[src/rtl/alu_frame_pkg.sv]
// Shared types and constants for the UART ALU frame engine.
// Contents: opcode enum, FSM state enum, status byte layout, opcode decode helpers.
// Optional feature macro: ALU_SATURATE_EN (enables ADDS/SUBS opcodes).
package alu_frame_pkg;

  typedef enum logic [7:0] {
    OP_ADD  = 8'h00,
    OP_SUB  = 8'h01,
    OP_ADC  = 8'h02,
    OP_CMP  = 8'h03,
    OP_ADDS = 8'h04,
    OP_SUBS = 8'h05
  } op_t;

  typedef enum logic [2:0] {
    S_IDLE    = 3'd0,
    S_RX_A    = 3'd1,
    S_RX_B    = 3'd2,
    S_COMPUTE = 3'd3,
    S_TX_RES  = 3'd4,
    S_TX_STAT = 3'd5
  } state_t;

  localparam logic [7:0]  STAT_ERR = 8'h80;
  localparam int unsigned ST_C     = 0;
  localparam int unsigned ST_Z     = 1;
  localparam int unsigned ST_N     = 2;
  localparam int unsigned ST_V     = 3;

  // Opcodes accepted by the engine in this build.
  function automatic logic op_valid(input logic [7:0] op);
`ifdef ALU_SATURATE_EN
    return (op <= 8'h05);
`else
    return (op <= 8'h03);
`endif
  endfunction

  // Opcodes that add the inverted B operand with carry-in 1.
  function automatic logic op_is_sub(input logic [7:0] op);
    return (op == OP_SUB) || (op == OP_CMP) || (op == OP_SUBS);
  endfunction

  // Signed saturating opcodes.
  function automatic logic op_is_sat(input logic [7:0] op);
    return (op == OP_ADDS) || (op == OP_SUBS);
  endfunction

endpackage

[src/rtl/alu_chunk_adder.sv]
// CHUNK-wide adder slice with a registered carry between chunks.
// Ports: sys_clk/rst (async active-low), start (first chunk, uses cin),
//        a/b chunk operands, cin, sum/cout for the current chunk,
//        done (current chunk is the last of NC).
module alu_chunk_adder #(
  parameter int unsigned CHUNK = 8,
  parameter int unsigned NC    = 4
) (
  input  logic             sys_clk,
  input  logic             rst,
  input  logic             start,
  input  logic [CHUNK-1:0] a,
  input  logic [CHUNK-1:0] b,
  input  logic             cin,
  output logic [CHUNK-1:0] sum,
  output logic             cout,
  output logic             done
);

  localparam int unsigned CW = $clog2(NC + 1);
  localparam int unsigned SW = CHUNK + 1;

  logic          carry_q;
  logic          run_q;
  logic [CW-1:0] cnt_q;
  logic          active_c;
  logic          c_in_c;

  assign active_c    = start || run_q;
  assign c_in_c      = start ? cin : carry_q;
  assign {cout, sum} = SW'(a) + SW'(b) + SW'(c_in_c);
  assign done        = start ? (NC == 1) : (run_q && (cnt_q == CW'(NC - 1)));

  // Carry and chunk counter for the running operation.
  always_ff @(posedge sys_clk or negedge rst) begin
    if (!rst) begin
      carry_q <= 1'b0;
      run_q   <= 1'b0;
      cnt_q   <= '0;
    end else begin
      if (active_c) carry_q <= cout;
      if (start) begin
        run_q <= (NC > 1);
        cnt_q <= CW'(1);
      end else if (run_q) begin
        if (done) run_q <= 1'b0;
        cnt_q <= cnt_q + CW'(1);
      end
    end
  end

endmodule

[src/rtl/uart_alu_frame_engine.sv]
// Byte-stream ALU: parses {opcode, A, B} frames from UART RX, computes over
// WIDTH bits CHUNK bits per cycle, returns result bytes and a status byte.
// Ports: sys_clk, rst (async active-low), rx_byte/rx_valid, tx_byte/tx_valid/
//        tx_ready, busy, carry_flag, err_timeout, err_overrun.
// Optional feature macro: ALU_SATURATE_EN (signed saturating ADDS/SUBS).
module uart_alu_frame_engine
  import alu_frame_pkg::*;
#(
  parameter int unsigned WIDTH       = 32,
  parameter int unsigned CHUNK       = 8,
  parameter int unsigned TIMEOUT_CYC = 1_000_000
) (
  input  logic       sys_clk,
  input  logic       rst,
  input  logic [7:0] rx_byte,
  input  logic       rx_valid,
  output logic [7:0] tx_byte,
  output logic       tx_valid,
  input  logic       tx_ready,
  output logic       busy,
  output logic       carry_flag,
  output logic       err_timeout,
  output logic       err_overrun
);

  localparam int unsigned NB  = WIDTH / 8;
  localparam int unsigned NC  = WIDTH / CHUNK;
  localparam int unsigned BCW = $clog2(NB + 1);
  localparam int unsigned TOW = $clog2(TIMEOUT_CYC + 1);

  state_t           state_q, state_d;
  logic [7:0]       op_q, op_d;
  logic [WIDTH-1:0] a_q, a_d, b_q, b_d, res_q, res_d;
  logic [7:0]       stat_q, stat_d;
  logic [BCW-1:0]   cnt_q, cnt_d;
  logic [TOW-1:0]   idle_q, idle_d;
  logic             start_q, start_d;
  logic [7:0]       tx_byte_d;
  logic             tx_valid_d, carry_d, err_to_d, err_ov_d;

  logic [CHUNK-1:0] add_a_c, add_b_c, add_sum_c;
  logic             add_cin_c, add_cout_c, add_done_c;
  logic             sat_c, ovf_c;
  logic [WIDTH-1:0] res_raw_c, res_c, res_sh_c;
  logic [7:0]       stat_c;
  logic             last_c, tx_xfer_c, timeout_c;

  assign last_c    = (cnt_q == BCW'(NB - 1));
  assign tx_xfer_c = tx_valid && tx_ready;
  assign timeout_c = ((state_q == S_RX_A) || (state_q == S_RX_B)) && !rx_valid &&
                     (idle_q == TOW'(TIMEOUT_CYC - 1));

  // Operand chunks are consumed LSB first; B is inverted for subtraction.
  assign add_a_c   = a_q[CHUNK-1:0];
  assign add_b_c   = op_is_sub(op_q) ? ~b_q[CHUNK-1:0] : b_q[CHUNK-1:0];
  assign add_cin_c = op_is_sub(op_q) || ((op_q == OP_ADC) && carry_flag);

  alu_chunk_adder #(.CHUNK(CHUNK), .NC(NC)) u_adder (
    .sys_clk (sys_clk),
    .rst     (rst),
    .start   (start_q),
    .a       (add_a_c),
    .b       (add_b_c),
    .cin     (add_cin_c),
    .sum     (add_sum_c),
    .cout    (add_cout_c),
    .done    (add_done_c)
  );

  // Result assembly and flags; on the last chunk the operand MSBs are on the adder inputs.
  always_comb begin
`ifdef ALU_SATURATE_EN
    sat_c = op_is_sat(op_q);
`else
    sat_c = 1'b0;
`endif
    ovf_c     = (add_a_c[CHUNK-1] == add_b_c[CHUNK-1]) && (add_sum_c[CHUNK-1] != add_a_c[CHUNK-1]);
    res_raw_c = (res_q >> CHUNK) | (WIDTH'(add_sum_c) << (WIDTH - CHUNK));
    res_c     = res_raw_c;
    if (add_done_c && sat_c && ovf_c) begin
      res_c = add_a_c[CHUNK-1] ? {1'b1, {(WIDTH-1){1'b0}}} : {1'b0, {(WIDTH-1){1'b1}}};
    end
    stat_c       = 8'h00;
    stat_c[ST_V] = ovf_c;
    stat_c[ST_N] = res_c[WIDTH-1];
    stat_c[ST_Z] = (res_c == '0);
    stat_c[ST_C] = add_cout_c;
    res_sh_c     = res_q << 8;
  end

  // State register.
  always_ff @(posedge sys_clk or negedge rst) begin
    if (!rst) state_q <= S_IDLE;
    else      state_q <= state_d;
  end

  // Next-state logic.
  always_comb begin
    state_d = state_q;
    unique case (state_q)
      S_IDLE:    if (rx_valid) state_d = op_valid(rx_byte) ? S_RX_A : S_TX_STAT;
      S_RX_A:    if (timeout_c) state_d = S_IDLE;
                 else if (rx_valid && last_c) state_d = S_RX_B;
      S_RX_B:    if (timeout_c) state_d = S_IDLE;
                 else if (rx_valid && last_c) state_d = S_COMPUTE;
      S_COMPUTE: if (add_done_c) state_d = (op_q == OP_CMP) ? S_TX_STAT : S_TX_RES;
      S_TX_RES:  if (tx_xfer_c && last_c) state_d = S_TX_STAT;
      S_TX_STAT: if (tx_xfer_c) state_d = S_IDLE;
      default:   state_d = S_IDLE;
    endcase
  end

  // Datapath and output next values.
  always_comb begin
    op_d       = op_q;
    a_d        = a_q;
    b_d        = b_q;
    res_d      = res_q;
    stat_d     = stat_q;
    cnt_d      = cnt_q;
    idle_d     = '0;
    start_d    = 1'b0;
    tx_byte_d  = tx_byte;
    tx_valid_d = tx_valid;
    carry_d    = carry_flag;
    err_to_d   = 1'b0;
    err_ov_d   = 1'b0;
    unique case (state_q)
      S_IDLE: begin
        cnt_d = '0;
        if (rx_valid) begin
          op_d = rx_byte;
          if (!op_valid(rx_byte)) begin
            tx_byte_d  = STAT_ERR;
            tx_valid_d = 1'b1;
          end
        end
      end
      S_RX_A, S_RX_B: begin
        idle_d = idle_q + TOW'(1);
        if (timeout_c) begin
          idle_d   = '0;
          cnt_d    = '0;
          err_to_d = 1'b1;
        end else if (rx_valid) begin
          idle_d = '0;
          if (state_q == S_RX_A) a_d = (a_q << 8) | WIDTH'(rx_byte);
          else                   b_d = (b_q << 8) | WIDTH'(rx_byte);
          cnt_d = last_c ? '0 : cnt_q + BCW'(1);
          if ((state_q == S_RX_B) && last_c) start_d = 1'b1;
        end
      end
      S_COMPUTE: begin
        err_ov_d = rx_valid;
        a_d      = a_q >> CHUNK;
        b_d      = b_q >> CHUNK;
        res_d    = res_c;
        if (add_done_c) begin
          stat_d     = stat_c;
          carry_d    = add_cout_c;
          tx_byte_d  = (op_q == OP_CMP) ? stat_c : res_c[WIDTH-1 -: 8];
          tx_valid_d = 1'b1;
        end
      end
      S_TX_RES: begin
        err_ov_d = rx_valid;
        if (tx_xfer_c) begin
          if (last_c) begin
            tx_byte_d = stat_q;
            cnt_d     = '0;
          end else begin
            res_d     = res_sh_c;
            tx_byte_d = res_sh_c[WIDTH-1 -: 8];
            cnt_d     = cnt_q + BCW'(1);
          end
        end
      end
      S_TX_STAT: begin
        err_ov_d = rx_valid;
        if (tx_xfer_c) begin
          tx_byte_d  = 8'h00;
          tx_valid_d = 1'b0;
        end
      end
      default: ;
    endcase
  end

  // Datapath and output registers.
  always_ff @(posedge sys_clk or negedge rst) begin
    if (!rst) begin
      op_q        <= '0;
      a_q         <= '0;
      b_q         <= '0;
      res_q       <= '0;
      stat_q      <= '0;
      cnt_q       <= '0;
      idle_q      <= '0;
      start_q     <= 1'b0;
      tx_byte     <= 8'h00;
      tx_valid    <= 1'b0;
      busy        <= 1'b0;
      carry_flag  <= 1'b0;
      err_timeout <= 1'b0;
      err_overrun <= 1'b0;
    end else begin
      op_q        <= op_d;
      a_q         <= a_d;
      b_q         <= b_d;
      res_q       <= res_d;
      stat_q      <= stat_d;
      cnt_q       <= cnt_d;
      idle_q      <= idle_d;
      start_q     <= start_d;
      tx_byte     <= tx_byte_d;
      tx_valid    <= tx_valid_d;
      busy        <= (state_d != S_IDLE);
      carry_flag  <= carry_d;
      err_timeout <= err_to_d;
      err_overrun <= err_ov_d;
    end
  end

endmodule
[config.mk]
export PLATFORM = sky130hd
export DESIGN_NAME = uart_alu_frame_engine
export DESIGN_NICKNAME = d
export VERILOG_FILES = /design/src/rtl/alu_frame_pkg.sv /design/src/rtl/alu_chunk_adder.sv /design/src/rtl/uart_alu_frame_engine.sv
export SDC_FILE = /design/constraint.sdc
export NUM_CORES = 1
export LEC_CHECK = 0
export CELL_PAD_IN_SITES_DETAIL_PLACEMENT = 0
export CELL_PAD_IN_SITES_GLOBAL_PLACEMENT = 1
export CORE_ASPECT_RATIO = 0.75
export CORE_MARGIN = 2
export CORE_UTILIZATION = 25
export DETAILED_ROUTE_END_ITERATION = 16
export PLACE_DENSITY_LB_ADDON = 0.05
export SLEW_MARGIN = 20
export SYNTH_ARGS = -nofsm -noshare
export SYNTH_HDL_FRONTEND = slang
export SYNTH_SLANG_ARGS = --single-unit
export TNS_END_PERCENT = 5
[constraint.sdc]
create_clock -name sys_clk -period 4.1 [get_ports sys_clk]
set_clock_uncertainty 0.15 [all_clocks]
set_input_delay 0.615 -clock sys_clk [delete_from_list [all_inputs] [get_ports sys_clk]]
set_output_delay 0.615 -clock sys_clk [all_outputs]
set_load 0.01 [all_outputs]
**Yosys cells after proc, flatten, opt, wreduce, memory -nomap -nowiden**

Cells that the tools add are included.

- $add $sub $neg: 5
- $lt $le $gt $ge: 1
- Equal/unequal tests: 25
- Mux-type cells: 58
- Bitwise operators: 4
- Reduce and logical (&&, ||, !) cells: 34

Operators by type and width:

| kind | count |
|---|---|
| $mux W32 | 8 |
| $pmux W32 S2 | 3 |
| $mux W8 | 8 |
| $or A32 B8 Y32 | 2 |
| $mux W20 | 3 |
| $mux W3 | 15 |
| $logic_not A32 Y1 | 1 |
| $or A24 B32 Y32 | 1 |
| $pmux W8 S4 | 1 |
| $add A20 B1 Y20 const B | 1 |
| $eq A20 B20 Y1 const B | 1 |
| $ne A2 B2 Y1 const B | 10 |
| $pmux W3 S6 | 1 |
| $mux W1 | 17 |
| $eq A8 B2 Y1 const B | 2 |
| $eq A3 B2 Y1 const B | 4 |
| $add A8 B8 Y9 | 1 |
| $add A9 B1 Y9 | 1 |
| $logic_and A1 B1 Y1 | 9 |
| $pmux W3 S3 | 1 |
| $reduce_bool A3 Y1 | 3 |
| $eq A8 B1 Y1 const B | 1 |
| $eq A8 B3 Y1 const B | 1 |
| $le A8 B2 Y1 const B | 1 |
| other kinds (20) | 31 |

- Bits in registers: 153
- Bits of input ports: 12

**Longest topological paths before layout**

Gate-level depths: netlist of the first run.

- Depth in word-level cells: 11
- Gate-level depth with buffers: 13
- Mapped depth without buffers: 13

**Modules after synthesis**

Synthesis of the first run repeated with hierarchy kept, for this count alone.

- Cell total of the unflattened synthesis: 754
- Area total of the unflattened synthesis: 7588.5 um^2

By module, submodules not included:

| module | instances | cells an instance | area an instance (um^2) |
|---|---|---|---|
| uart_alu_frame_engine | 1 | 689 | 6985.4 |
| alu_chunk_adder | 1 | 65 | 603.1 |

**Least setup slack after synthesis of the first run**

Ideal clock, no wire load.

- Kind: flip-flop to flip-flop
- From: register op_q[5]
- To: register stat_q[1]
- Library setup time: 83 ps
- Arrival time: 3768 ps
- Path slack: 99 ps
- Stages on the path, launching flop included: 14
- Path through: dfrtp_1 or4_1 a211oi_1 nand2_1 xnor2_1 fa_1 inv_1 fa_1 nand2b_1 a21oi_1 xor2_1 or4_1 or4_1 o21ai_0

- Longest elaborated chain between the ends: 8
- Elaborated cells on any way between the ends: 14
- Those cells by class: add/sub: 2; eq/ne: 4; mux: 2; bitwise: 1; reduce/logical: 5

Ends and longest elaborated chain:

| element | line | source |
|---|---|---|
| start, declared | uart_alu_frame_engine.sv:32 | `logic [7:0] op_q, op_d;` |
| start signal, assigned | uart_alu_frame_engine.sv:207 | `op_q <= op_d;` |
| $eq A8 B1 Y1 or $eq A8 B2 Y1 (tied branches) | alu_frame_pkg.sv:41 | `return (op == OP_SUB) \|\| (op == OP_CMP) \|\| (op == OP_SUBS);` |
| $logic_or A1 B1 Y1 (2 in series) | alu_frame_pkg.sv:41 |  |
| $mux W8 or $logic_or A1 B1 Y1 (tied branches) | uart_alu_frame_engine.sv:55, uart_alu_frame_engine.sv:56 |  |
| $add A8 B8 Y9 or $mux W1 (tied branches) | alu_chunk_adder.sv:31, alu_chunk_adder.sv:30 |  |
| $add A9 B1 Y9 * | alu_chunk_adder.sv:31 | `assign {cout, sum} = SW'(a) + SW'(b) + SW'(c_in_c);` |
| $or A24 B32 Y32 * | uart_alu_frame_engine.sv:78 | `res_raw_c = (res_q >> CHUNK) \| (WIDTH'(add_sum_c) << (WIDTH - CHUNK));` |
| $logic_not A32 Y1 * | uart_alu_frame_engine.sv:86 | `stat_c[ST_Z] = (res_c == '0);` |
| end signal, assigned | uart_alu_frame_engine.sv:211 | `stat_q <= stat_d;` |
| end, declared | uart_alu_frame_engine.sv:34 | `logic [7:0] stat_q, stat_d;` |

Every way passes the cells marked *; elsewhere a longest branch is shown, timed or not.
A chain may end at the register's enable or synchronous reset.

**Worst setup path after layout of the first run**

- From: register op_q[5]
- To: register tx_byte[1]

- Longest elaborated chain between the ends: 11
- Elaborated cells on any way between the ends: 17
- Those cells by class: add/sub: 2; eq/ne: 4; mux: 5; bitwise: 1; reduce/logical: 5

Ends and longest elaborated chain:

| element | line | source |
|---|---|---|
| $eq A8 B1 Y1 or $eq A8 B2 Y1 (tied branches) | alu_frame_pkg.sv:41, uart_alu_frame_engine.sv:161 |  |
| $logic_or A1 B1 Y1 (2 in series) | alu_frame_pkg.sv:41 |  |
| $mux W8 or $logic_or A1 B1 Y1 (tied branches) | uart_alu_frame_engine.sv:55, uart_alu_frame_engine.sv:56 |  |
| $add A8 B8 Y9 or $mux W1 (tied branches) | alu_chunk_adder.sv:31, alu_chunk_adder.sv:30 |  |
| $add A9 B1 Y9 | alu_chunk_adder.sv:31 |  |
| $or A24 B32 Y32 | uart_alu_frame_engine.sv:78 |  |
| $logic_not A32 Y1 | uart_alu_frame_engine.sv:86 |  |
| $mux W8 * | uart_alu_frame_engine.sv:161 | `tx_byte_d = (op_q == OP_CMP) ? stat_c : res_c[WIDTH-1 -: 8];` |
| $mux W8 * | uart_alu_frame_engine.sv:158 | `if (add_done_c) begin` |
| $pmux W8 S4 * | uart_alu_frame_engine.sv:128 | `unique case (state_q)` |
| end signal, assigned | uart_alu_frame_engine.sv:215 | `tx_byte <= tx_byte_d;` |
| end, declared | uart_alu_frame_engine.sv:17 | `output logic [7:0] tx_byte,` |

Every way passes the cells marked *; elsewhere a longest branch is shown, timed or not. The select of a mux whose other input is x is not followed.

==> impl_metrics.env, run 1 <==
export IMPL_peakVddDrop_mv=0.284
export IMPL_end_kind="flip-flop"
export IMPL_vias=5335
export IMPL_grt_max_degree=91
export IMPL_synthCells=730
export IMPL_die_height_um=152
export IMPL_synth_fp_nets=756
export IMPL_drcViolationCount=0
export IMPL_via_per_inst=4.59
export IMPL_yosysTopAreaCellShare_pct=52.0
export IMPL_diodes=0
export IMPL_hold_class="primary input to async pin"
export IMPL_swShare_pct=37.3
export IMPL_numCtsBuffers=17
export IMPL_cts_buffer_depth=2
export IMPL_cts_sinks=152
export IMPL_p_comb_share_pct=35.4
export IMPL_synthArstFlopShare_pct=100
export IMPL_finalSetupViolCount=0
export IMPL_cts_htree_levels=4
export IMPL_clockPowerShare_pct=26.0
export IMPL_place_area_mm2=0.00810
export IMPL_fp_coreArea_mm2=0.0289
export IMPL_synth_cell_area_mm2=0.00731
export IMPL_r2r_cells=12
export IMPL_synth_area_leaders="dfrtp_1, mux2i_1, nand2_1, o21ai_0, xnor2_1"
export IMPL_synth_area_leader_cell="dfrtp_1"
export IMPL_ys_dominant_reg_cell="dfrtp_1"
export IMPL_synth_most_common_cell="dfrtp_1"
export IMPL_antenna_found_initial=0
export IMPL_cp_required_ns=4.30
export IMPL_die_area_mm2=0.0306
export IMPL_track_usage_pct=13.6
export IMPL_io_pins=25
export IMPL_finish_utilization_pct=30.3
export IMPL_power_density_mw_per_mm2=734
export IMPL_portBuffers=24
export IMPL_drt_iter0_markers=237
export IMPL_final_period_utilization_pct=94.7
export IMPL_finalHoldViolations=0
export IMPL_synth_warning_count=0
export IMPL_root_buffer="clkbuf_16"
export IMPL_worstMarginPinSlew_ns=0.909
export IMPL_placedCellCount=1130
export IMPL_synth_seq_cells=152
export IMPL_drive_above_1_share_pct=10.4
export IMPL_finalPower_mw=6.44
export IMPL_cts_tree="built"
export IMPL_wirelength_um=19900
export IMPL_synthTopCellsByCount="dfrtp_1, nand2_1, o21ai_0"
export IMPL_cp_data_arrival_time_ns=4.08
export IMPL_ant_nets=0
export IMPL_synth_cell_types=50
export IMPL_cts_setup_buffers=0
export IMPL_power_frac_seq_pct=38.7
export IMPL_p_leak_nw=3.82
export IMPL_intPower_mw=4.04
export IMPL_fillCellCount=3027
export IMPL_seq_area_frac_synth_pct=52.0
export IMPL_drv_slew=0
export IMPL_initial_core_util_pct=25.3
export IMPL_gp_congestion=0.741
export IMPL_p_switching_mw=2.40
export IMPL_max_slew_margin_rel_pct=39.4
export IMPL_max_freq_mhz=258
export IMPL_routedWlPerCell_um=17.2
export IMPL_grt_pass1_vias=5432
export IMPL_drt_pass1_iter_count=5
export IMPL_final_cells=1162
export IMPL_clk_insertion_delay_late_ns=0.43
export IMPL_min_period_ns=3.88
export IMPL_nets=783
export IMPL_synthToLayoutAreaGrowth_pct=20.0
export IMPL_holdWs_ns=0.101
export IMPL_overflow=0
export IMPL_num_rows=54
export IMPL_cap_violations=0
export IMPL_grt_first_pass_wirelength_um=32200
export IMPL_fin_area_mm2=0.00877
export IMPL_synth_edf_count=0
export IMPL_critPathMaxFanout=7
export IMPL_avgSynthCellArea_um2=10.0
export IMPL_die_w_um=201
export IMPL_path_clk_slew_ns=0.07
export IMPL_start_kind="flip-flop"
export IMPL_status="complete, no violations"
export IMPL_critPathKind="flip-flop to flip-flop"
export IMPL_dpl_hpwl_um=13800
## per-layer routing
metal  global-route usage, %  up-vias  routed length [µm]  part of all wire [%]
met4                    3.85        0                 214                   1.1
li1                        -     2618                   -                     -
met3                    3.11       15                 655                   3.3
met1                    20.3     2644               10600                    53
met2                    19.7       58                8460                    42
met5                       0        -                   0                     0
## power by group through the flow
stage          Clock (mW)  Combinational (mW)  Sequential [mW]
2_1_floorplan           0                1.52             2.30
3_3_place_gp            0                2.20             2.50
3_5_place_dp            0                2.26             2.51
4_1_cts              1.73                2.28             2.49
5_1_grt              1.80                2.56             2.58
6_report             1.67                2.28             2.49
## registers in the layout, indices dropped and copies added (netlist names), 3 cells and up
register	flops
stat_q	4
b_q	32
u_adder.cnt_q	3
tx_byte	8
cnt_q	3
a_q	32
state_q	3
idle_q	20
op_q	8
res_q	32
## cells in the final DEF, fill, tap and decap left out, types with 3 or more instances in the layout
cell,netlist,layout
a22o_1,17,17
inv_1,13,13
nand2b_1,6,6
clkdlybuf4s50_1,0,23
bufinv_16,0,3
a31oi_1,5,4
clkbuf_16,0,17
nand2_1,119,117
nand4_1,5,5
nand3_1,19,19
nor2_1,41,41
ha_1,12,12
buf_4,1,19
o22ai_1,4,4
a22oi_1,5,5
o21ai_0,85,84
dfrtp_1,152,152
o31ai_1,5,4
a21oi_1,30,29
xnor2_1,19,17
clkbuf_8,0,3
nor2b_1,4,4
o21a_1,4,4
nor4_1,8,8
nor3_1,5,5
and3_1,4,4
clkinvlp_4,0,4
mux2_2,10,10
and2_1,15,14
xor2_1,13,13
mux2i_1,58,58
or3_1,5,5
## repair_timing
action | in CTS | in global routing
resized for setup | 4 | 7
pin swaps | 0 | 2
cloned | 0 | 0
hold buffers | 0 | 0
endpoints found under the setup margin | 2 | 2
## worst paths after layout
kind | start | end | slack [ns]
max in group asynchronous | rst | op_q[1]$_DFFE_PN0P_ | 2.83
hold / removal | rst | res_q[13]$_DFFE_PN0P_ | 0.10
setup reg to reg | op_q[5]$_DFFE_PN0P_ | tx_byte[1]$_DFFE_PN0P_ | 0.22
min in group sys_clk | res_q[7]$_DFFE_PN0P_ | res_q[7]$_DFFE_PN0P_ | 0.31
setup / recovery | op_q[5]$_DFFE_PN0P_ | tx_byte[1]$_DFFE_PN0P_ | 0.22
hold reg to reg | res_q[7]$_DFFE_PN0P_ | res_q[7]$_DFFE_PN0P_ | 0.31
## worst max-delay path, cell delays in order (launching register included)
cell and delay [ns]:
dfrtp_1 0.39, or4_4 0.57, a211oi_4 0.20, nand2_2 0.11
buf_4 0.19, xnor2_2 0.17, inv_1 0.08, fa_2 0.54
nor4b_2 0.20, nand4_1 0.11, or4_1 0.49, or4_1 0.43
o21ai_0 0.15
## logic make-up after synthesis
family	share of synthesized area, %
simple gates	15.7
compound gates	13.7
flops	52.0
mux	9.48
buf+inv	2.65
xor+xnor	3.83
fa+ha+maj	2.60
## area by class of cell
class / instances / area, µm² / area share [%]
well taps: 392 / 490 / 5.59
flip-flops and latches: 152 / 3800 / 43.4
inverters: 13 / 48.8 / 0.556
clock buffers: 22 / 474 / 5.41
multi-input cells: 528 / 3390 / 38.6
repair buffers: 45 / 424 / 4.84
clock inverters: 10 / 143 / 1.63
## through the flow
stage,TNS [ns],setup slack (ns)
after global routing,-0.000527,-0.000527
after floorplan,0,0.0991
after detailed placement,-0.128,-0.0692
after global placement,0,0.0902
final,0,0.219
after CTS,0,0.0141
No activity file was read; power rests on OpenSTA's default activity.
==> run 2: changes to the inputs <==
- CORE_UTILIZATION: 25 -> 44
==> impl_metrics.env, run 2 (synthesis results as in run 1) <==
export IMPL_critPathKind="flip-flop to flip-flop"
export IMPL_drcViolationCount=0
export IMPL_final_cells=976
export IMPL_cts_sinks=152
export IMPL_vias=5341
export IMPL_peakVddDrop_mv=0.352
export IMPL_max_slew_margin_rel_pct=24.4
export IMPL_grt_max_degree=95
export IMPL_holdWs_ns=0.106
export IMPL_status="complete, no violations"
export IMPL_cp_endpoint="stat_q[1]$_DFFE_PN0P_"
export IMPL_drt_iter0_markers=325
export IMPL_fillCellCount=1443
export IMPL_grt_pass1_vias=5451
export IMPL_final_cell_mix="dfrtp_1, nand2_1, o21ai_0"
export IMPL_reg_top3="a_q x32, b_q x32, res_q x32"
export IMPL_end_kind="flip-flop"
export IMPL_ant_nets=0
export IMPL_cts_htree_levels=4
export IMPL_ctsHoldBuffers=0
export IMPL_nets=779
export IMPL_path_clk_slew_ns=0.06
export IMPL_cap_violations=0
export IMPL_io_pins=25
export IMPL_worstMarginPinSlew_ns=1.13
export IMPL_drt_pass1_iter_count=5
export IMPL_cts_tree="built"
export IMPL_grt_first_pass_wirelength_um=28800
export IMPL_routedWlPerCell_um=17.7
export IMPL_power_density_mw_per_mm2=742
export IMPL_dpl_hpwl_um=11800
export IMPL_seqCellArea_mm2=0.00380
export IMPL_p_leak_nw=3.79
export IMPL_drive_above_1_share_pct=9.53
export IMPL_numCtsBuffers=17
export IMPL_cp_data_arrival_time_ns=4.14
export IMPL_antenna_found_initial=0
export IMPL_r2r_cells=13
export IMPL_overflow=0
export IMPL_die_w_um=153
export IMPL_critPathMaxFanout=7
export IMPL_multi_input_area_mm2=0.00336
export IMPL_finalSetupViolCount=0
export IMPL_cts_buffer_depth=2
export IMPL_die_area_mm2=0.0177
export IMPL_rr_startpoint="op_q[5]$_DFFE_PN0P_"
export IMPL_layout_commonest_cell="dfrtp_1"
export IMPL_diodes=0
export IMPL_tns_ns=0
export IMPL_worstReg2RegEnd="stat_q[1]$_DFFE_PN0P_"
export IMPL_rsz0062_at_grt="yes"
export IMPL_placedCellCount=943
export IMPL_r2r_setup_slack_ns=0.15
export IMPL_initial_core_util_pct=45.4
export IMPL_via_per_inst=5.47
export IMPL_finalHoldViolations=0
export IMPL_clk_insertion_delay_late_ns=0.43
export IMPL_die_height_um=116
export IMPL_crit_start="op_q[5]$_DFFE_PN0P_"
export IMPL_root_buffer="clkbuf_16"
export IMPL_max_freq_mhz=253
export IMPL_gp_congestion=0.795
export IMPL_portBuffers=24
export IMPL_track_usage_pct=20.9
export IMPL_drv_slew=0
export IMPL_final_period_utilization_pct=96.3
export IMPL_hold_class="primary input to async pin"
export IMPL_num_rows=40
export IMPL_cp_required_ns=4.29
export IMPL_synthToLayoutAreaGrowth_pct=15.9
export IMPL_start_kind="flip-flop"
export IMPL_fp_coreArea_mm2=0.0161
export IMPL_min_period_ns=3.95
export IMPL_wirelength_um=17300
==> run 2: where the power goes <==
part | switching [mW] | internal [mW] | total [mW] | leakage (nW)
logic | 1.18 | 0.982 | 2.16 | 1.50
clock network | 0.671 | 0.988 | 1.66 | 0.296
registers | 0.487 | 1.98 | 2.47 | 2.00
==> run 2: metal layers <==
| metal | track usage [%] | up-vias | part of all wire [%] |
|---|---|---|---|
| met3 | 3.93 | 18 | 4.1 |
| met1 | 29.4 | 2627 | 50 |
| met5 | 0 | - | 0 |
| met4 | 9.38 | 0 | 1.8 |
| li1 | - | 2618 | - |
| met2 | 31.9 | 78 | 44 |
==> run 2: worst min path at each step <==
stage,start,to,slack (ns),cells after the start
global route,rst,res_q[2]$_DFFE_PN0P_,0.19,1
CTS,rst,res_q[2]$_DFFE_PN0P_,0.15,1
global placement,res_q[0]$_DFFE_PN0P_,res_q[0]$_DFFE_PN0P_,0.30,2
detailed placement,res_q[2]$_DFFE_PN0P_,res_q[2]$_DFFE_PN0P_,0.31,2
floorplan,rst,a_q[0]$_DFFE_PN0P_,0.17,0
finish,rst,res_q[2]$_DFFE_PN0P_,0.11,1
==> run 2: area by class of cell <==
| class | instances | area share, % |
|---|---|---|
| clock buffers | 18 | 5.18 |
| clock inverters | 14 | 2.19 |
| inverters | 13 | 0.576 |
| multi-input cells | 528 | 39.7 |
| flip-flops and latches | 152 | 44.9 |
| well taps | 210 | 3.10 |
| repair buffers | 41 | 4.36 |
==> run 2: stage by stage <==
stage / power (mW) / utilization, % / setup slack [ns] / area, µm²
final: 6.29 / 52.6 / 0.152 / 8470
after global routing: 6.76 / 52.6 / -0.0490 / 8470
after CTS: 6.32 / 52.4 / 0.0446 / 8440
after detailed placement: 4.63 / 48.5 / -0.00944 / 7810
after global placement: 4.52 / 48.5 / 0.154 / 7810
after floorplan: 3.83 / - / 0.0991 / 7310
==> run 2: timing repair <==
item | 4_1_cts | 5_1_grt
buffers inserted | 0 | 1
gates resized for setup | 1 | 3
setup endpoints to repair | 2 | 2
pin swaps | 0 | 1
endpoints found under the hold margin | 0 | 0
==> run 2: critical path: stages (launching register included) <==
cell and delay (ns):
dfrtp_1 0.38, or4_1 0.57, a211oi_2 0.20, nand2_1 0.14
buf_4 0.20, xnor2_2 0.16, inv_1 0.08, fa_1 0.42
nand2b_1 0.19, a21oi_1 0.17, xor2_1 0.11, or4_1 0.52
or4_1 0.42, o21ai_0 0.18
==> run 3: changes to the inputs <==
- PLACE_DENSITY: unset -> 0.86
- PLACE_DENSITY_LB_ADDON: 0.05 -> unset
==> impl_metrics.env, run 3 (synthesis results as in run 1) <==
export IMPL_cp_data_arrival_time_ns=4.16
export IMPL_wl_met1_um=8090
export IMPL_power_density_mw_per_mm2=734
export IMPL_multi_input_area_mm2=0.00338
export IMPL_grt_pass1_vias=5315
export IMPL_ant_nets=0
export IMPL_fin_area_mm2=0.00844
export IMPL_intPower_mw=3.92
export IMPL_final_period_utilization_pct=96.7
export IMPL_vias=5398
export IMPL_drv_slew=0
export IMPL_drcViolationCount=0
export IMPL_ctsHoldBuffers=0
export IMPL_gp_congestion=0.895
export IMPL_seqCellArea_mm2=0.00380
export IMPL_drt_iter0_markers=445
export IMPL_drt_pass1_iter_count=4
export IMPL_cap_violations=0
export IMPL_place_area_mm2=0.00780
export IMPL_die_area_mm2=0.0177
export IMPL_wl_met3_um=825
export IMPL_clk_insertion_delay_late_ns=0.42
export IMPL_worstMarginPinSlew_ns=0.946
export IMPL_wirelength_um=16500
export IMPL_die_height_um=116
export IMPL_grt_first_pass_wirelength_um=27600
export IMPL_start_kind="flip-flop"
export IMPL_finalHoldViolations=0
export IMPL_finish_utilization_pct=52.4
export IMPL_fp_coreArea_mm2=0.0161
export IMPL_numCtsBuffers=17
export IMPL_layout_commonest_cell="dfrtp_1"
export IMPL_cts_buffer_depth=2
export IMPL_min_period_ns=3.97
export IMPL_portBuffers=24
export IMPL_critPathMaxFanout=7
export IMPL_dpl_hpwl_um=11200
export IMPL_cp_required_ns=4.29
export IMPL_cts_tree="built"
export IMPL_swShare_pct=36.7
export IMPL_initial_core_util_pct=45.4
export IMPL_hold_class="primary input to async pin"
export IMPL_cts_sinks=152
export IMPL_p_comb_share_pct=34.8
export IMPL_path_clk_slew_ns=0.06
export IMPL_final_cells=973
export IMPL_drive_above_1_share_pct=9.17
export IMPL_via_per_inst=5.55
export IMPL_status="complete, no violations"
export IMPL_clockPowerShare_pct=25.3
export IMPL_overflow=0
export IMPL_fillCellCount=1417
export IMPL_wl_met2_um=7380
export IMPL_top_layer_used="met4"
export IMPL_end_kind="flip-flop"
export IMPL_die_w_um=153
export IMPL_final_cell_mix="dfrtp_1, nand2_1, o21ai_0"
export IMPL_max_slew_margin_rel_pct=36.9
export IMPL_nets=776
export IMPL_p_leak_nw=3.78
export IMPL_finalSetupViolCount=0
export IMPL_antenna_found_initial=0
export IMPL_routedWlPerCell_um=16.9
export IMPL_reg_top3="a_q x32, b_q x32, res_q x32"
export IMPL_synthToLayoutAreaGrowth_pct=15.4
export IMPL_critPathKind="flip-flop to flip-flop"
export IMPL_placedCellCount=940
export IMPL_num_rows=40
export IMPL_power_frac_seq_pct=39.9
export IMPL_grt_max_degree=102
export IMPL_io_pins=25
export IMPL_p_switching_mw=2.28
export IMPL_track_usage_pct=19.7
export IMPL_cts_htree_levels=4
export IMPL_peakVddDrop_mv=0.315
export IMPL_root_buffer="clkbuf_16"
export IMPL_max_freq_mhz=252
export IMPL_diodes=0
==> run 3: cell types whose count changed in the layout (fill, tap and decap cells not counted), sizes merged <==
cell and change:
clkbuf +1, buf -3, clkinv +4, inv -5
==> run 3: worst paths after layout <==
path / from / end / slack (ns) / depth (start not counted)
worst max-delay path: op_q[5]$_DFFE_PN0P_ / stat_q[1]$_DFFE_PN0P_ / 0.13 / 12
worst min-delay path: rst / res_q[3]$_DFFE_PN0P_ / 0.15 / 1
worst max register to register: op_q[5]$_DFFE_PN0P_ / stat_q[1]$_DFFE_PN0P_ / 0.13 / 12
worst min register to register: res_q[5]$_DFFE_PN0P_ / res_q[5]$_DFFE_PN0P_ / 0.32 / 2
max in group asynchronous: rst / a_q[29]$_DFFE_PN0P_ / 2.79 / 2
min in group sys_clk: res_q[5]$_DFFE_PN0P_ / res_q[5]$_DFFE_PN0P_ / 0.32 / 2
==> run 3: layer usage <==
layer | up-vias | GRT usage [%]
li1 | 2614 | -
met1 | 2648 | 28.3
met3 | 18 | 5.53
met5 | - | 0
met4 | 0 | 5.25
met2 | 118 | 29.7
==> run 3: layout make-up <==
| type | count | share of cell area, % |
|---|---|---|
| Inverter | 13 | 0.578 |
| Multi-Input combinational cell | 528 | 40.0 |
| Sequential cell | 152 | 45.1 |
| Clock inverter | 13 | 1.84 |
| Timing Repair Buffer | 38 | 4.26 |
| Tap cell | 210 | 3.11 |
| Clock buffer | 19 | 5.13 |
==> run 3: power groups by stage <==
stage          Clock, mW  Sequential [mW]  Combinational (mW)
2_1_floorplan          0             2.30                1.52
3_3_place_gp           0             2.45                2.00
3_5_place_dp           0             2.48                2.09
4_1_cts             1.59             2.46                2.11
5_1_grt             1.67             2.54                2.42
6_report            1.57             2.47                2.15
==> run 3: timing repair <==
item	CTS	global route
gates resized for setup	1	7
pin swaps	0	2
buffers inserted	0	1
endpoints found under the setup margin	2	2
==> run 3: through the flow <==
| stage | total power [mW] | setup WS [ns] | TNS [ns] | hold slack [ns] |
|---|---|---|---|---|
| 2_1_floorplan | 3.83 | 0.0991 | 0 | 0.169 |
| 3_3_place_gp | 4.45 | 0.155 | 0 | 0.298 |
| 3_5_place_dp | 4.57 | -0.0517 | -0.0793 | 0.310 |
| 4_1_cts | 6.16 | 0.0116 | 0 | 0.199 |
| 5_1_grt | 6.63 | -0.0183 | -0.0183 | 0.229 |
| 6_report | 6.19 | 0.133 | 0 | 0.152 |
==> run 3: worst max-delay path: stages, from the launching register on <==
cell      delay (ns)
dfrtp_1         0.39
or4_4           0.56
a211oi_2        0.22
nand2_1         0.15
buf_4           0.21
xnor2_2         0.18
inv_1           0.09
fa_1            0.56
nor4b_2         0.20
nand4_1         0.11
or4_1           0.48
or4_1           0.44
o21ai_0         0.16
==> variant 1: new RTL, config.mk and constraints of run 1 <==
Change the parameter `TIMEOUT_CYC` from 1_000_000 to 4_000_000.
--- a/src/rtl/uart_alu_frame_engine.sv
+++ b/src/rtl/uart_alu_frame_engine.sv
@@ -10,3 +10,3 @@
   parameter int unsigned CHUNK       = 8,
-  parameter int unsigned TIMEOUT_CYC = 1_000_000
+  parameter int unsigned TIMEOUT_CYC = 4_000_000
 ) (
Behaviour: same outputs for any inputs over 10 cycles, from zero or initial values and one cycle with rst low; that may be too few to reach the edited logic, so the function may still have changed.
==> variant 1 against run 1 <==
Setup slack got worse by 0.029 ns. Total power fell by 7.5%. Sequential cell count rose by 2. Final area rose by 1.7%. Wire length rose by 1.6%. Sequential power fell by 7%. Combinational power fell by 11%. Area after synthesis rose by 2.2%.
==> variant 1: results (changes against run 1) <==
* Placer congestion estimate at 0.768 (was 0.741)
* Sequential-to-total area share from yosys stat at 51.6% (was 52.0%)
* Leakage power at 3.73 nW (was 3.82 nW)
* Adder-cell share of the synthesized area at 2.38% (was 2.60%)
* Vias in the first global route at 5594 (was 5432)
* Post-Syn Instances at 757 (was 730)
* Complex-gate fraction of the synthesized area at 13.0% (was 13.7%)
* Placement Cell Area at 0.00826 mm² (was 0.00810 mm²)
* DR pass1 iterations at 6 (was 5)
* Register-to-Register Setup Slack at 0.19 ns (was 0.22 ns)
* Critical Path Max Stage Delay at 0.54 ns (was 0.57 ns)
* Internal power at 0.00373 W (was 0.00404 W)
* FF-to-FF path depth at 13 (was 12)
* Synth top cells by count: dfrtp_1 (154), nand2_1 (119), o21ai_0 (83), mux2i_1 (57), nor2_1 (55) (was dfrtp_1 (152), nand2_1 (119), o21ai_0 (85), mux2i_1 (58), nor2_1 (41))
* Largest net degree at the start of global routing at 85 (was 91)
* Final cell count without fillers at 1190 (was 1162)
* Largest cells by area after synthesis: dfrtp_1 (52%), mux2i_1 (7.6%), nand2_1 (6.0%) (was dfrtp_1 (52%), mux2i_1 (7.9%), nand2_1 (6.1%))
* CP Data Arrival Time at 4.09 ns (was 4.08 ns)
* Mux share of post-synthesis cell area at 9.45% (was 9.48%)
* Outcome: finished clean (unchanged)
* DR iter-0 viols at 239 (was 237)
* Fill cells at 3029 (was 3027)
* Overall routing resource usage at 13.8% (was 13.6%)
* Post-synthesis xor/xnor area fraction at 4.10% (was 3.83%)
* Relative slew slack at 41.6% (was 39.4%)
* Synthesized Nets at 782 (was 756)
* Layout cells sized above 1 at 11.0% (was 10.4%)
* Final WL at 20.3 mm (was 19.9 mm)
* Global-route wire length before repair at 32.9 mm (was 32.2 mm)
* Nets@finish at 810 (was 783)
## variant 1: changes by cell type after synthesis, moves of 3 or more
cell,run 1,this run
a21oi_1,30,34
and2_1,15,1
xor2_1,13,16
nor3_1,5,9
a21o_1,1,4
o21a_1,4,0
nand3_1,19,23
nor2b_1,4,13
nor2_1,41,55
## variant 1: power by group through the flow
stage | clock network (W) | logic [W] | registers, W
2_1_floorplan | 0 | 0.00135 | 0.00218
3_3_place_gp | 0 | 0.00198 | 0.00234
3_5_place_dp | 0 | 0.00200 | 0.00234
4_1_cts | 0.00168 | 0.00201 | 0.00232
5_1_grt | 0.00175 | 0.00229 | 0.00238
6_report | 0.00162 | 0.00202 | 0.00232
## variant 1: critical path: cells and delay by family, from the launching register on
family,cells,cell delay [ns]
and+or+nand+nor,5,1.74
adders and majority gates,1,0.42
buffers and inverters,2,0.29
DFF,1,0.38
xor gates and xnor gates,2,0.26
AOI/OAI and AO/OA,3,0.56
## variant 1: repair_timing
item / 4_1_cts / 5_1_grt
pin swaps: 0 / 1
endpoints found under the setup margin: 2 / 5
endpoints found under the hold margin: 0 / 0
resized for setup: 3 / 7
hold buffers: 0 / 0
## variant 1: layout make-up
type,count,area share (%)
inverter,15,0.631
multi-input combinational,550,39.3
sequential,154,43.2
tap,392,5.50
clock inverter,13,1.61
clock buffer,19,5.08
timing repair buffer,47,4.64
## variant 1: worst max-delay path by stage
| stage | from | to | depth (start not counted) | slack, ns |
|---|---|---|---|---|
| final | op_q[4] | tx_byte[1] | 13 | 0.19 |
| after global routing | op_q[4] | tx_byte[1] | 12 | -0.02 |
| after floorplan | op_q[4] | tx_byte[1] | 13 | 0.06 |
| after global placement | op_q[4] | tx_byte[1] | 13 | 0.06 |
| after detailed placement | op_q[4] | tx_byte[1] | 13 | -0.10 |
| after CTS | op_q[4] | tx_byte[1] | 13 | 0.03 |
## variant 1: metrics by stage
stage / setup slack, ns / power, W / util (%)
2_1_floorplan: 0.0566 / 0.00352 / -
3_3_place_gp: 0.0569 / 0.00431 / 28.2
3_5_place_dp: -0.100 / 0.00434 / 28.2
4_1_cts: 0.0345 / 0.00601 / 30.3
5_1_grt: -0.0162 / 0.00642 / 30.5
6_report: 0.190 / 0.00596 / 30.5
## variant 1: routing by layer
metal  GRT usage (%)  part of all wire [%]  vias to the layer above
li1                -                     -                     2713
met1            20.6                    53                     2736
met2            19.9                    42                       67
met3            2.92                   3.5                       12
met4            3.86                   1.1                        0
met5               0                     0                        -
## variant 1: logic make-up after synthesis
family | Yosys count
AO/OA/AOI/OAI | 164
XOR/XNOR | 35
buffers and inverters | 53
multiplexers | 69
adder cells (fa/ha/maj) | 13
flip-flops | 154
AND/OR/NAND/NOR | 269
==> variant 2: new RTL, config.mk and constraints of run 1 <==
Without the edit above. Encoding of `state_t`: now one-hot (6 bits for 6 states).
--- a/src/rtl/alu_frame_pkg.sv
+++ b/src/rtl/alu_frame_pkg.sv
@@ -14,9 +14,9 @@
 
-  typedef enum logic [2:0] {
-    S_IDLE    = 3'd0,
-    S_RX_A    = 3'd1,
-    S_RX_B    = 3'd2,
-    S_COMPUTE = 3'd3,
-    S_TX_RES  = 3'd4,
-    S_TX_STAT = 3'd5
+  typedef enum logic [5:0] {
+    S_IDLE    = 6'b000001,
+    S_RX_A    = 6'b000010,
+    S_RX_B    = 6'b000100,
+    S_COMPUTE = 6'b001000,
+    S_TX_RES  = 6'b010000,
+    S_TX_STAT = 6'b100000
   } state_t;
Behaviour: same outputs for any inputs over 10 cycles, from zero or initial values and one cycle with rst low; not proved beyond that.
==> variant 2 against run 1 <==
Wire length grew 4.1%. Final area rose by 2.1%. Maximum frequency up 0.84%. Hold slack worse by 0.044 ns. Synthesized cell count grew 13%. First-iteration DRC count is 37% higher. Setup slack better by 0.032 ns. Sequential cell count increased by 3. Area after synthesis rose by 4.2%.
Power is not compared: it rests on default switching activity, and its combinational part moved more than twofold at a synthesized area within 25%.
==> variant 2: results (changes against run 1) <==
* Hold Path Class: input pin to async pin (unchanged)
* Num CTS Buffers at 17 (unchanged)
* Placement Cell Area at 0.00831 mm² (was 0.00810 mm²)
* CP startpoint: op_q[4] (was op_q[5])
* Register-to-Register Setup Slack at 0.25 ns (was 0.22 ns)
* Largest net degree at the start of global routing at 80 (was 91)
* Largest cells by area after synthesis: dfrtp_1 (51%), nand2_1 (9.5%), a31oi_1 (4.2%) (was dfrtp_1 (52%), mux2i_1 (7.9%), nand2_1 (6.1%))
* Slowest-stage cell, CP: or4_1 (was or4_4)
* Cts repair resizes at 1 (was 4)
* Layout cells sized above 1 at 9.25% (was 10.4%)
* Relative slew slack at 45.6% (was 39.4%)
* Largest delay share family, worst path: simple AND/OR/NAND/NOR gates (unchanged)
* GRT met2 Usage at 19.3% (was 19.7%)
* Post-Syn Instances at 825 (was 730)
* WL met1 at 11.3 mm (was 10.6 mm)
* Synthesized Nets at 850 (was 756)
* Vias in the first global route at 5892 (was 5432)
* Synth top cells by count: nand2_1 (193), dfrtp_1 (154), nor2_1 (85), a31oi_1 (51), clkbuf_1 (33) (was dfrtp_1 (152), nand2_1 (119), o21ai_0 (85), mux2i_1 (58), nor2_1 (41))
* Met3 GRT Util at 3.27% (was 3.11%)
* Drt via density at 4.71 (was 4.59)
* Nets@finish at 866 (was 783)
* Clock buffer depth at 2 (unchanged)
* Largest regs: a_q: 32 flops, b_q: 32 flops, res_q: 32 flops (unchanged)
* FMAX at 260 MHz (was 258 MHz)
* Complex-gate fraction of the synthesized area at 12.5% (was 13.7%)
* WL met3 at 754 µm (was 655 µm)
* Fill cells at 3143 (was 3027)
* Post-detail-place hpwl at 14.3 mm (was 13.8 mm)
* Reg clk slew, reported paths at 0.07 ns (about the same)
* Overall routing resource usage at 13.9% (was 13.6%)
* Final WL at 20.8 mm (was 19.9 mm)
* Distinct cell type count after synthesis at 58 (was 50)
* Post-synthesis xor/xnor area fraction at 3.56% (was 3.83%)
* Mux share of post-synthesis cell area at 4.63% (was 9.48%)
* Routed wl met2 at 8.53 mm (was 8.46 mm)
* Met1 usage at 21.3% (was 20.3%)
* Sequential-to-total area share from yosys stat at 50.9% (was 52.0%)
* Hold Slack at 0.0570 ns (was 0.101 ns)
* Adder-cell share of the synthesized area at 2.33% (was 2.60%)
* Global-route wire length before repair at 33.9 mm (was 32.2 mm)
* Placer congestion estimate at 0.816 (was 0.741)
* Number of instances in the placed design at 1220 (was 1130)
* Vias after detailed routing at 5902 (was 5335)
* CP endpoint: stat_q[1] (was tx_byte[1])
* Outcome: finished clean (unchanged)
* Crit path max fanout at 2 (was 7)
* CP Data Arrival Time at 4.07 ns (was 4.08 ns)
* Setup WS pre-CTS at 0.0203 ns (was -0.0692 ns)
* DR iter-0 viols at 325 (was 237)
[variant 2: cell count changes after synthesis, moves of 13 or more]
cell and delta:
nand2_1 +74, and2_1 -13, a21oi_1 -13, o21ai_0 -61, o21ai_1 +14, mux2i_1 -34
a31oi_1 +46, nor2_1 +44
[variant 2: final cells by class]
| cell class | instances | area, µm² | share of cell area (%) |
|---|---|---|---|
| inverter | 17 | 63.8 | 0.713 |
| clock inverter | 13 | 169 | 1.89 |
| sequential | 155 | 3880 | 43.3 |
| clock buffer | 19 | 443 | 4.95 |
| timing repair buffer | 43 | 409 | 4.57 |
| multi-input combinational | 607 | 3490 | 39.0 |
| tap | 399 | 499 | 5.58 |
[variant 2: cells by family (layout without fill, tap and decap cells)]
kind of cell | count (synthesis) | in the layout
buffers and inverters | 63 | 92
AO/OA/AOI/OAI | 150 | 150
XOR/XNOR | 31 | 31
adder cells (fa/ha/maj) | 13 | 13
multiplexers | 34 | 34
AND/OR/NAND/NOR | 379 | 379
flip-flops | 155 | 155
